--- src/rtl/mem_ctrl.sv ---
// Load/store bridge between the control FSM and a simple req/ack word bus.
// Latency: bus_req one cycle after a request is accepted; mfc one cycle after bus_ack, timeout or illegal decode.
// Backpressure: Mem_rd/Mem_wr are held until mfc; the bus stalls the access by withholding bus_ack.
module mem_ctrl #(
   parameter int TIMEOUT = 16
) (
   input  logic        clk,
   input  logic        rst_n,
   input  logic        Mem_rd,
   input  logic        Mem_wr,
   input  logic [31:0] addr,
   input  logic [31:0] wdata,
   input  logic [2:0]  funct3,
   output logic        mfc,
   output logic [31:0] rdata,
   output logic        err,
   output logic        bus_req,
   output logic        bus_we,
   output logic [31:0] bus_addr,
   output logic [3:0]  bus_be,
   output logic [31:0] bus_wdata,
   input  logic        bus_ack,
   input  logic [31:0] bus_rdata
);

   localparam int CW = $clog2(TIMEOUT + 1);
   localparam logic [CW-1:0] CNT_LAST = CW'(TIMEOUT - 1);

   typedef enum logic [1:0] {
      IDLE = 2'd0,
      REQ  = 2'd1,
      DONE = 2'd2
   } state_t;

   typedef struct packed {
      logic       we;
      logic [1:0] off;
      logic [2:0] funct3;
   } acc_t;

   state_t        state, state_nxt;
   acc_t          acc;
   logic [CW-1:0] cnt;
   logic          err_q;

   logic          start;
   logic          legal;
   logic [3:0]    be_nxt;
   logic [31:0]   wd_nxt;
   logic [7:0]    ld_byte;
   logic [15:0]   ld_half;
   logic [31:0]   ld_fmt;

   assign start = Mem_rd | Mem_wr;

   // Legality is decided on the raw inputs so an illegal access never reaches the bus.
   always_comb begin
      legal = 1'b1;
      if (Mem_wr)
         legal = (funct3 == 3'b000) || (funct3 == 3'b001) || (funct3 == 3'b010);
      else
         legal = !((funct3 == 3'b011) || (funct3 == 3'b110) || (funct3 == 3'b111));
      if ((funct3[1:0] == 2'b01) && addr[0])
         legal = 1'b0;
      if ((funct3[1:0] == 2'b10) && (addr[1:0] != 2'b00))
         legal = 1'b0;
   end

   always_comb begin
      be_nxt = 4'b1111;
      wd_nxt = wdata;
      if (Mem_wr) begin
         case (funct3[1:0])
            2'b00: begin
               be_nxt = 4'b0001 << addr[1:0];
               wd_nxt = {4{wdata[7:0]}};
            end
            2'b01: begin
               be_nxt = 4'b0011 << addr[1:0];
               wd_nxt = {2{wdata[15:0]}};
            end
            default: begin
               be_nxt = 4'b1111;
               wd_nxt = wdata;
            end
         endcase
      end
   end

   always_comb begin
      ld_byte = bus_rdata[7:0];
      case (acc.off)
         2'd1:    ld_byte = bus_rdata[15:8];
         2'd2:    ld_byte = bus_rdata[23:16];
         2'd3:    ld_byte = bus_rdata[31:24];
         default: ld_byte = bus_rdata[7:0];
      endcase
      ld_half = acc.off[1] ? bus_rdata[31:16] : bus_rdata[15:0];
      case (acc.funct3)
         3'b000:  ld_fmt = {{24{ld_byte[7]}}, ld_byte};
         3'b001:  ld_fmt = {{16{ld_half[15]}}, ld_half};
         3'b100:  ld_fmt = {24'd0, ld_byte};
         3'b101:  ld_fmt = {16'd0, ld_half};
         default: ld_fmt = bus_rdata;
      endcase
   end

   always_ff @(posedge clk or negedge rst_n) begin
      if (!rst_n)
         state <= IDLE;
      else
         state <= state_nxt;
   end

   always_comb begin
      state_nxt = IDLE;
      case (state)
         IDLE: begin
            state_nxt = IDLE;
            if (start)
               state_nxt = legal ? REQ : DONE;
         end
         REQ: begin
            state_nxt = REQ;
            if (bus_ack || (cnt == CNT_LAST))
               state_nxt = DONE;
         end
         DONE:    state_nxt = IDLE;
         default: state_nxt = IDLE;
      endcase
   end

   // Handshake outputs come from state only, so bus_ack never has a combinational path to them.
   assign bus_req = (state == REQ);
   assign mfc     = (state == DONE);
   assign err     = (state == DONE) && err_q;

   always_ff @(posedge clk or negedge rst_n) begin
      if (!rst_n) begin
         acc       <= '0;
         cnt       <= '0;
         err_q     <= 1'b0;
         rdata     <= 32'd0;
         bus_we    <= 1'b0;
         bus_addr  <= 32'd0;
         bus_be    <= 4'd0;
         bus_wdata <= 32'd0;
      end else begin
         case (state)
            IDLE: begin
               if (start) begin
                  acc.we     <= Mem_wr;
                  acc.off    <= addr[1:0];
                  acc.funct3 <= funct3;
                  bus_we     <= Mem_wr;
                  bus_addr   <= {addr[31:2], 2'b00};
                  bus_be     <= be_nxt;
                  bus_wdata  <= wd_nxt;
                  err_q      <= !legal;
                  cnt        <= '0;
               end
            end
            REQ: begin
               if (bus_ack) begin
                  err_q <= 1'b0;
                  if (!acc.we)
                     rdata <= ld_fmt;
               end else if (cnt == CNT_LAST) begin
                  err_q <= 1'b1;
               end else begin
                  cnt <= cnt + 1'b1;
               end
            end
            default: ;
         endcase
      end
   end

endmodule

--- config.mk ---
export PLATFORM = sky130hd
export DESIGN_NAME = mem_ctrl
export DESIGN_NICKNAME = d
export VERILOG_FILES = /design/src/rtl/mem_ctrl.sv
export SDC_FILE = /design/constraint.sdc
export NUM_CORES = 1
export LEC_CHECK = 0
export CAP_MARGIN = 30
export CORE_MARGIN = 2
export CORE_UTILIZATION = 29
export DETAILED_ROUTE_END_ITERATION = 8
export PLACE_DENSITY = 0.57
export SLEW_MARGIN = 20
export SYNTH_ARGS = -nofsm -noshare
export SYNTH_HDL_FRONTEND = slang
export SYNTH_SLANG_ARGS = --single-unit
--- constraint.sdc ---
create_clock -name clk -period 2.9 [get_ports clk]
set_clock_uncertainty 0.2 [all_clocks]
set_input_delay 0.725 -clock clk [delete_from_list [all_inputs] [get_ports clk]]
set_output_delay 0.725 -clock clk [all_outputs]
set_load 0.005 [all_outputs]
==> Word level (Yosys, flattened, before mapping) <==
Cells that the tools add are included.
{ "totals": {"ff_bits": 112, "inputBits": 104, "output_inout_bits": 104} }
{ "op_classes": {"add_sub_neg": 1, "eq_ne": 20, "shift": 2, "mux": 22, "bitwise_logic": 2, "n_reduce_logical": 20} }
{ "ops": {"columns": ["op", "n"], "rows": [
  ["$pmux 32 s4", 1],
  ["$pmux 32 s2", 1],
  ["$mux 32", 1],
  ["$pmux 8 s3", 1],
  ["$mux 16", 1],
  ["$mux 5", 3],
  ["$eq 3x3->1 const B", 4],
  ["$pmux 5 s2", 1],
  ["$eq 2x2->1 const B", 4],
  ["$pmux 4 s2", 1],
  ["$eq 2x1->1 const B", 3],
  ["$eq 3x1->1 const B", 2],
  ["$eq 3x2->1 const B", 2],
  ["$logic_not 3->1", 2],
  ["$mux 1", 6],
  ["$mux 2", 3],
  ["$ne 2x2->1 const B", 3],
  ["$reduce_and 3->1", 2],
  ["$add 5x1->5 const B", 1],
  ["$eq 5x4->1 const B", 1],
  ["$logic_or 1x1->1", 5],
  ["$logic_not 2->1", 2],
  ["$mux 4", 1],
  ["$pmux 2 s2", 1],
  ["11 further kinds", 15]
]} }

==> Longest topological paths before layout <==
Gate-level depths: netlist of run 1.
{ "logic_depth": {"ltp_word": 10, "mapped_depth": 7} }

==> Least setup slack after synthesis of run 1 <==
Ideal clock, no wire load.
{ "synth_timing": {"path_type": "flip-flop to flip-flop", "from": "reg cnt[0]", "to": "reg cnt[3]", "arrival_time_ns": 1.799, "required_ns": 2.568, "slack_ns": 0.769, "stages_incl_launch_ff": 8, "n_path_buf": 0, "cell_sequence": "dfrtp_1 -> ha_1 -> and3_1 -> ha_1 -> nor4b_1 -> nand4_1 -> xor2_1 -> nor2_1"} }
{ "synth_between": {"elab_chain_len": 4, "elab_cells_between_ends": 7, "cone_classes": "1 x add/sub; 2 x eq/ne; 3 x mux; 1 x reduce/logical"} }
{ "synth_lines": {"columns": ["item", "line_no", "text"], "rows": [
  ["start, declared", "43", "logic [CW-1:0] cnt;"],
  ["start signal, assigned", "171", "cnt <= cnt + 1'b1;"],
  ["$add 5x1->5", "171", null],
  ["$mux 5", "168", "end else if (cnt == CNT_LAST) begin"],
  ["$mux 5", "164", "if (bus_ack) begin"],
  ["$pmux 5 s2", "149", "case (state)"]
]} }
Parallel ways exist; a longest one is shown, timed or not. The select of a mux whose other input is x is not followed.
A chain may end at the register's enable or synchronous reset.

==> Worst setup path after layout of run 1 <==
{ "layout_timing": {"from": "reg state[0]", "to": "out bus_req"} }
{ "layout_between": {"elab_chain_len": 1} }
{ "layout_lines": {"columns": ["item", "line_no", "text"], "rows": [
  ["start, declared", "41", "state_t state, state_nxt;"],
  ["start signal, assigned", "112", "state <= state_nxt;"],
  ["$eq 2x1->1", "134", "assign bus_req = (state == REQ);"],
  ["end, declared", "17", "output logic bus_req,"]
]} }
No other way between the ends.

==> flow_summary.yaml, run 1 <==
run_status:
  outcome: "finished, final reports clean"
critical_path:
  start_kind: "register"
  r2r_setup_slack_ps: 620
  critical-path-top-delay-family: "buffers and inverters"
  worstSetupStartpoint: "state[0]"
  cp-end-kind: "output port"
  critPathMaxFanout: 6
  r2r-end: "cnt[3]"
  crit_path_cell_trace: "nor2b_1, clkdlybuf4s50_1"
  path_class: "reg2out"
  cp_data_arrival_time_ps: 1740
  max_stage_delay_ps: 600
  timing.rr.start: "cnt[0]"
  cp_num_buf_inv: 1
  reg2reg_depth: 7
  critPathRequiredTime_ps: 1980
  critPathSlowestCell: "clkdlybuf4s50_1"
synthesis:
  ys_ff_latch: 112
  netlist_instances: 574
  synth_warnings: 0
  yosysSeqAreaShare_pct: 54.34
  synth_edf_count: 0
  synth_cell_types: 41
  synth_flop_cell: "dfrtp_1"
  avgSynthCellArea_um2: 8.985
  netlist_area_mm2: 0.005157
  async_flop_share_pct: 100.0
floorplanning:
  io_pins: 208
  die_w_um: 137.4
  die_h_um: 137.4
  dieArea_mm2: 0.01887
  initial_core_util_pct: 29.71
  placementRows: 48
  coreArea_mm2: 0.01736
sta:
  maxSlewHeadroom_pct: 59.59
  rsz0062_at_grt: "no"
  period_share_pct: 91.76
  post-route-min-period_ps: 2661
  maxSlewViolCount: 0
  worst_pin_slew_ps: 597.8
  clock.fmax_ghz: 0.3758
  finalSetupTns_ps: 0
  hold_violations: 0
  finalSetupViolations: 0
clocking:
  clk_latency_ps: 350
  cts_htree_levels: 3
  cts-root-buf: "clkbuf_16"
  cts_hold_buf: 0
  postCtsResizedCells: 0
  cts.clk_slew.worst_paths_ps: 70
  clk_path_buf_depth: 2
  cts_tree: "done"
  clock-sinks: 112
  cts-buffers-inserted: 9
  post_cts_buffers: 0
place:
  place.gp.congestion: 0.8754
  portBuffers: 205
  hpwl_um: 11990
global_routing:
  grt_max_degree: 55
  grt_pass1_wl_um: 25560
  antenna_found_initial: 0
  first_global_vias: 4671
  overflow: 0
  grt_use_total_pct: 17.63
finish:
  drive_gt1_share_pct: 8.549
  nNetsFinal: 873
  n_fill_cell: 1661
  layout_common_cells: "nand2_1 (204), clkdlybuf4s50_1 (204), dfrtp_1 (112), nand3_1 (65), o21ai_0 (22)"
  area_growth_syn_to_layout_pct: 51.72
  diodes: 0
  post-route-util_pct: 45.08
detailed_routing:
  wl_per_cell_um: 16.41
  ant_nets: 0
  drc_errors: 0
  wirelength_um: 16360
  num_vias: 4784
  dr.pass1.iters: 6
  dr.first_iter.drc_count: 241
  viasPerCell: 4.798
hold_path:
  hold_path.class: "in2async"
power:
  p_per_area_mw_per_mm2: 940.6
  power_w: 0.007360
  ir_worst_vdd_v: 0.0004247
  power.leakage_nw: 3.503
job:
  cap_violations: 0
-- flip-flops by register name, indices dropped and copies added (netlist names) --
register and cells:
acc 6, state 2, cnt 5, bus_addr 30, bus_be 4, bus_wdata 32, err_q 1, rdata 32
-- stage by stage --
step | hold WS [ps] | area, um^2 | cells | worst slack, ps
floorplan | 229.4 | 5161 | 575 | 768.9
global placement | 257.7 | 7503 | 981 | 142.8
detailed placement | 262.0 | 7503 | 981 | 86.49
CTS | 207.2 | 7825 | 997 | 201.6
global route | 231.3 | 7825 | 997 | 108.5
finish | 189.0 | 7825 | 997 | 238.9
-- worst reg2reg max path, cell delays in order, from the launching register on --
cell and delay, ps:
dfrtp_1 410, ha_1 220, and3_1 180, ha_1 210, nor4b_1 560, nand4_1 180, xor2_1 160, nor2_1 50
-- routing by layer --
metal | global-route usage [%] | part of all wire [%] | routed length [um] | up-vias
li1 | - | - | - | 2302
met1 | 23.66 | 44 | 7219 | 2258
met2 | 26.81 | 45 | 7308 | 205
met3 | 5.372 | 9.2 | 1506 | 19
met4 | 6.529 | 2.0 | 322 | 0
met5 | 0 | 0 | 0 | -
-- synthesized netlist by cell type (2+ instances only) --
master / number / area (um^2)
nor4b_1: 2 / 17.52
nor2b_1: 5 / 31.28
nand2_1: 204 / 765.7
ha_1: 2 / 25.02
inv_1: 2 / 7.510
buf_2: 5 / 25.02
mux2i_1: 10 / 100.1
nor4_1: 2 / 12.51
a21oi_1: 9 / 45.04
o21ai_1: 2 / 10.01
nand3b_1: 10 / 75.07
o21ai_0: 22 / 110.1
nor2_1: 14 / 52.55
o21a_1: 3 / 22.52
nand3_1: 65 / 325.3
buf_1: 6 / 22.52
a31oi_1: 9 / 56.30
buf_4: 2 / 15.01
mux2_2: 16 / 180.2
clkbuf_1: 26 / 97.59
or2_2: 7 / 43.79
nand2b_1: 5 / 31.28
xor2_1: 2 / 17.52
a22o_1: 2 / 17.52
a221oi_1: 2 / 17.52
o221a_2: 7 / 78.83
nor3_1: 8 / 40.04
dfrtp_1: 112 / 2803
-- how the worst max path moves through the flow --
stage                           to  slack [ps]  cells past startpoint
after CTS                  bus_req         200                      2
after global placement    rdata[4]         140                      5
after detailed placement  rdata[0]          90                      5
final                      bus_req         240                      2
after global routing       bus_req         110                      2
after floorplan             cnt[3]         770                      7
-- cell families (layout without fill, tap and decap cells) --
logic type,after synthesis,in the layout,synth area share (%)
and+or+nand+nor,327,327,27.85
muxes,26,26,5.434
buffers and inverters,42,239,3.469
other,1,2,0.07271
AOI/OAI and AO/OA,62,62,8.006
adders and majority gates,2,2,0.4851
xor gates and xnor gates,2,2,0.3397
DFF,112,112,54.34
-- power breakdown --
group / switching (W) / internal, W
registers: 0.000508 / 0.00227
logic: 0.00135 / 0.00188
clock network: 0.000576 / 0.000777
-- final cells by class --
class / instances / area (um^2) / area share (%)
tap: 225 / 281.5 / 3.598
multi-input combinational: 421 / 2192 / 28.01
timing repair buffer: 221 / 2220 / 28.37
clock buffer: 10 / 239.0 / 3.054
sequential: 112 / 2803 / 35.82
clock inverter: 6 / 82.58 / 1.055
inverter: 2 / 7.507 / 0.09594
(Power assumes the default switching activity.)
==> run 2: changes to the inputs <==
ABC_AREA = 1   (was not set)
CORE_ASPECT_RATIO = 1.75   (was not set)
PLACE_DENSITY = 0.56   (was 0.57)
==> run 2 against run 1 <==
- combinational power is 6.2% higher
- register-to-register slack better by 280 ps
- synthesized cell count increased by 16%
- critical endpoint unchanged
- largest cell class unchanged
==> flow_summary.yaml, run 2 <==
sta:
  finalSetupViolations: 0
  hold_violations: 0
  maxSlewViolCount: 0
  period_share_pct: 86.69
  rsz0062_at_grt: "no"
  whs_ps: 12.43
  post-route-min-period_ps: 2514
  worst_pin_slew_ps: 532.5
  maxSlewHeadroom_pct: 64.46
  finalSetupTns_ps: 0
  clock.fmax_ghz: 0.3978
floorplanning:
  placementRows: 65
  die_w_um: 106.9
  coreArea_mm2: 0.01814
  die_h_um: 184.1
  io_pins: 208
  initial_core_util_pct: 29.65
  dieArea_mm2: 0.01969
critical_path:
  critPathRequiredTime_ps: 1980
  r2r-end: "rdata[24]"
  timing.rr.start: "acc[4]"
  cp-end-kind: "output port"
  reg2reg_depth: 7
  worstSetupStartpoint: "state[0]"
  critPathMaxFanout: 7
  cp_data_arrival_time_ps: 1590
  path_class: "reg2out"
  r2r_setup_slack_ps: 900
  start_kind: "register"
  endpoint: "bus_req"
power:
  p_per_area_mw_per_mm2: 951.8
  ir_worst_vdd_v: 0.0004206
  combPwrFrac_pct: 45.8
  power.leakage_nw: 3.723
  p_int_w: 0.004819
  p_sw_w: 0.002684
  power.share.switching_pct: 35.77
  p_clk_share_pct: 17.5
  seq_power_share_pct: 36.8
clocking:
  cts-buffers-inserted: 9
  clk_latency_ps: 360
  clk_path_buf_depth: 2
  clock-sinks: 112
  post_cts_buffers: 0
  cts_tree: "done"
  cts_hold_buf: 0
  cts-root-buf: "clkbuf_16"
  cts.clk_slew.worst_paths_ps: 80
  cts_htree_levels: 3
  postCtsResizedCells: 0
place:
  place.gp.congestion: 0.8754
  placed_cells: 1077
  portBuffers: 205
  place_area_mm2: 0.007580
  hpwl_um: 12830
synthesis:
  synth_flop_cell: "dfrtp_1"
  netlist_area_mm2: 0.005378
  synth_warnings: 0
  ys_ff_latch: 112
  netlist_instances: 663
  synth_edf_count: 0
  yosysSeqAreaShare_pct: 52.12
  avgSynthCellArea_um2: 8.111
  synth_common_cells: "nand2_1 (244), dfrtp_1 (112), inv_1 (52), nand3_1 (48)"
  synth_area_leaders: "dfrtp_1 (52%), nand2_1 (17%), nand3_1 (4.5%), a21oi_1 (4.2%), o21ai_0 (4.2%)"
  synth.largest_area_cell: "dfrtp_1"
  async_flop_share_pct: 100.0
  yosysMostFrequentCell: "nand2_1"
  synth_cell_types: 31
  synth_top_area_share_pct: 52.12
finish:
  layout_common_cells: "nand2_1 (244), clkdlybuf4s50_1 (204), dfrtp_1 (112), inv_1 (52), nand3_1 (48)"
  area_growth_syn_to_layout_pct: 46.58
  diodes: 0
  drive_gt1_share_pct: 6.985
  reg.largest.list: "bus_wdata: 32 flops, rdata: 32 flops, bus_addr: 30 flops"
  final_cell_count_no_fill: 1093
  nNetsFinal: 960
  finalInstanceArea_mm2: 0.007883
  layout_commonest_cell: "nand2_1"
  post-route-util_pct: 43.46
global_routing:
  use_met3_pct: 4.173
  first_global_vias: 4822
  grt_use_total_pct: 17.70
  busiest_layer: "met2"
  grt.met2_usage_pct: 31.97
  antenna_found_initial: 0
  use_met1_pct: 19.94
  overflow: 0
  grt_pass1_wl_um: 26840
  grt_max_degree: 63
detailed_routing:
  drc_errors: 0
  wirelength_um: 17160
  ant_nets: 0
  dr.pass1.iters: 5
  wl_per_cell_um: 15.70
  viasPerCell: 4.536
  dr.first_iter.drc_count: 247
  num_vias: 4958
job:
  cap_violations: 0
hold_path:
  hold_path.class: "in2async"
run_status:
  outcome: "finished, final reports clean"
run 2: cell count changes after synthesis, sizes merged, moves of 10 or more:
cell    previous run  this run
nand3b            10         0
o211ai             0        13
nand3             65        50
a21oi              9        45
mux2i             10         0
buf               14        31
nand2            204       246
clkbuf            26         5
mux2              16         0
inv                2        59
or2                7        17
o21ai             24        46
run 2: cell type report:
type | instances | area, um^2
Clock buffer | 10 | 229.0
Clock inverter | 6 | 73.82
Fill cell | 1818 | 10250
Inverter | 60 | 225.2
Multi-Input combinational cell | 456 | 2110
Sequential cell | 112 | 2803
Tap cell | 234 | 292.8
Timing Repair Buffer | 215 | 2150
run 2: kinds of logic (layout without fill, tap and decap cells):
kind of cell / count (synthesis) / in the layout / synth area share, %
AOI/OAI and AO/OA: 116 / 116 / 11.96
adders and majority gates: 2 / 2 / 0.4653
buffers and inverters: 96 / 291 / 8.725
DFF: 112 / 112 / 52.12
other: 1 / 2 / 0.06973
and+or+nand+nor: 336 / 336 / 26.66
run 2: critical path, stage by stage (launching register included):
cell,delay (ps)
dfrtp_1,420
inv_2,60
nor2_4,190
clkdlybuf4s50_1,560
run 2: worst min-delay path by stage:
stage	from	to	slack (ps)	depth (start not counted)
CTS	rst_n	bus_wdata[6]	5	1
floorplan	rst_n	acc[0]	230	0
global route	rst_n	bus_wdata[16]	8	1
detailed placement	bus_addr[31]	bus_addr[31]	260	2
global placement	rdata[13]	rdata[13]	260	2
finish	rst_n	bus_wdata[23]	10	1
run 2: power by group through the flow:
stage          clock network, W  logic [W]  registers (W)
2_1_floorplan                 0    0.00158        0.00272
3_3_place_gp                  0    0.00345        0.00278
3_5_place_dp                  0    0.00349        0.00278
4_1_cts                 0.00135    0.00350        0.00277
5_1_grt                 0.00141    0.00382        0.00286
6_report                0.00131    0.00343        0.00276
run 2: routing by layer:
metal / routed length [um] / up-vias / part of all wire, %
li1: - / 2495 / -
met5: 0 / - / 0
met3: 1021 / 22 / 5.9
met1: 6560 / 2269 / 38
met4: 409 / 0 / 2.4
met2: 9172 / 172 / 53
run 2: stage by stage:
step	setup slack [ps]	power (W)
6_report	386.1	0.007502
3_3_place_gp	281.4	0.006238
3_5_place_dp	267.2	0.006264
5_1_grt	270.4	0.008086
2_1_floorplan	1040	0.004302
4_1_cts	341.7	0.007613
==> run 3: changes to the inputs <==
HOLD_SLACK_MARGIN = 0.06   (was not set)
==> run 3 against run 2 <==
- final cell count barely moved
- core utilization up 0.055 points
- cell area up 0.13%
- hold slack gained 270 ps
- sequential cell count stayed put
- clock power about the same
- total power about the same
- combinational power about the same
- critical endpoint unchanged
==> flow_summary.yaml, run 3 (synthesis gave the netlist of run 2 again) <==
run_status:
  outcome: "finished, final reports clean"
clocking:
  cts-root-buf: "clkbuf_16"
  cts_htree_levels: 3
  clk_path_buf_depth: 2
  clk_latency_ps: 360
  cts.clk_slew.worst_paths_ps: 80
  post_cts_buffers: 0
  cts_tree: "done"
  cts-buffers-inserted: 9
  clock-sinks: 112
sta:
  finalSetupTns_ps: 0
  finalSetupViolations: 0
  clock.fmax_ghz: 0.3980
  post-route-min-period_ps: 2513
  hold_violations: 0
  worst_pin_slew_ps: 549.9
  maxSlewViolCount: 0
  maxSlewHeadroom_pct: 63.30
  period_share_pct: 86.65
  rsz0062_at_grt: "no"
floorplanning:
  initial_core_util_pct: 29.65
  die_h_um: 184.1
  coreArea_mm2: 0.01814
  dieArea_mm2: 0.01969
  io_pins: 208
  placementRows: 65
  die_w_um: 106.9
power:
  ir_worst_vdd_v: 0.0004224
  p_per_area_mw_per_mm2: 950.5
  power.leakage_nw: 3.727
hold_path:
  hold_path.class: "reg2reg"
global_routing:
  grt_pass1_wl_um: 26870
  antenna_found_initial: 0
  grt_max_degree: 63
  overflow: 0
  first_global_vias: 4827
  grt_use_total_pct: 17.72
critical_path:
  cp_data_arrival_time_ps: 1590
  endpoint: "bus_req"
  start_kind: "register"
  path_class: "reg2out"
  reg2reg_depth: 5
  critPathRequiredTime_ps: 1980
  r2r-end: "bus_wdata[11]"
  cp-end-kind: "output port"
  worstSetupStartpoint: "state[0]"
  timing.rr.start: "state[0]"
  critPathMaxFanout: 7
  r2r_setup_slack_ps: 890
detailed_routing:
  drc_errors: 0
  dr.pass1.iters: 4
  dr.first_iter.drc_count: 228
  ant_nets: 0
  viasPerCell: 4.527
  num_vias: 4952
  wl_per_cell_um: 15.70
  wirelength_um: 17170
finish:
  nNetsFinal: 961
  reg.largest.list: "bus_wdata: 32 flops, rdata: 32 flops, bus_addr: 30 flops"
  diodes: 0
  area_growth_syn_to_layout_pct: 46.77
  seqCellArea_mm2: 0.002803
  layout_commonest_cell: "nand2_1"
  multi_input_area_mm2: 0.002110
  final_cell_count_no_fill: 1094
  post-route-util_pct: 43.52
  drive_gt1_share_pct: 6.977
  layout_common_cells: "nand2_1 (244), clkdlybuf4s50_1 (204), dfrtp_1 (112), inv_1 (52), nand3_1 (48)"
  n_fill_cell: 1815
job:
  cap_violations: 0
place:
  placed_cells: 1077
  portBuffers: 205
  place.gp.congestion: 0.8754
  hpwl_um: 12830
[run 3: changes by cell type in the layout (fill, tap and decap cells not counted)]
cell | before | now
dlygate4sd3_1 | 0 | 1
[run 3: metrics by stage]
stage | power [W] | area, um^2 | worst slack (ps) | hold WS, ps
global placement | 0.006238 | 7580 | 281.4 | 261.5
floorplan | 0.004302 | 5381 | 1040 | 229.4
finish | 0.007502 | 7893 | 387.2 | 280.6
CTS | 0.007614 | 7893 | 341.7 | 286.9
global route | 0.008087 | 7893 | 270.4 | 297.9
detailed placement | 0.006264 | 7580 | 267.2 | 264.2
[run 3: final cells by class]
cell class | count | share of cell area [%]
clock buffer | 10 | 2.901
clock inverter | 6 | 0.9353
inverter | 60 | 2.854
multi-input combinational | 456 | 26.73
sequential | 112 | 35.51
tap | 234 | 3.710
timing repair buffer | 216 | 27.36
[run 3: what timing repair did]
item | 4_1_cts | 5_1_grt
resized for setup | 0 | 0
endpoints found under the hold margin | 11 | 0
hold buffers | 1 | 0
[run 3: per-layer routing]
layer	vias up	global-route usage (%)	wire length (um)
met5	-	0	0
met4	0	6.753	425
met2	166	32.00	9156
met3	21	4.173	999
li1	2498	-	-
met1	2267	19.96	6590
[run 3: worst min-delay path by stage]
stage	start	endpoint	slack (ps)	depth (start not counted)
global placement	rdata[13]	rdata[13]	260	2
finish	rdata[5]	rdata[5]	280	2
detailed placement	bus_addr[31]	bus_addr[31]	260	2
global route	rdata[6]	rdata[6]	300	2
floorplan	rst_n	acc[0]	230	0
CTS	rdata[5]	rdata[5]	290	2
[run 3: where the power goes]
group | switching [W] | internal, W | leakage [nW]
sequential | 0.000485 | 0.00228 | 1.37
combinational | 0.00158 | 0.00186 | 2.21
clock | 0.000620 | 0.000687 | 0.148
[run 3: worst max-delay path, cell delays in order, from the launching register on]
cell and delay (ps):
dfrtp_1 420, inv_2 60, nor2_4 190, clkdlybuf4s50_1 560
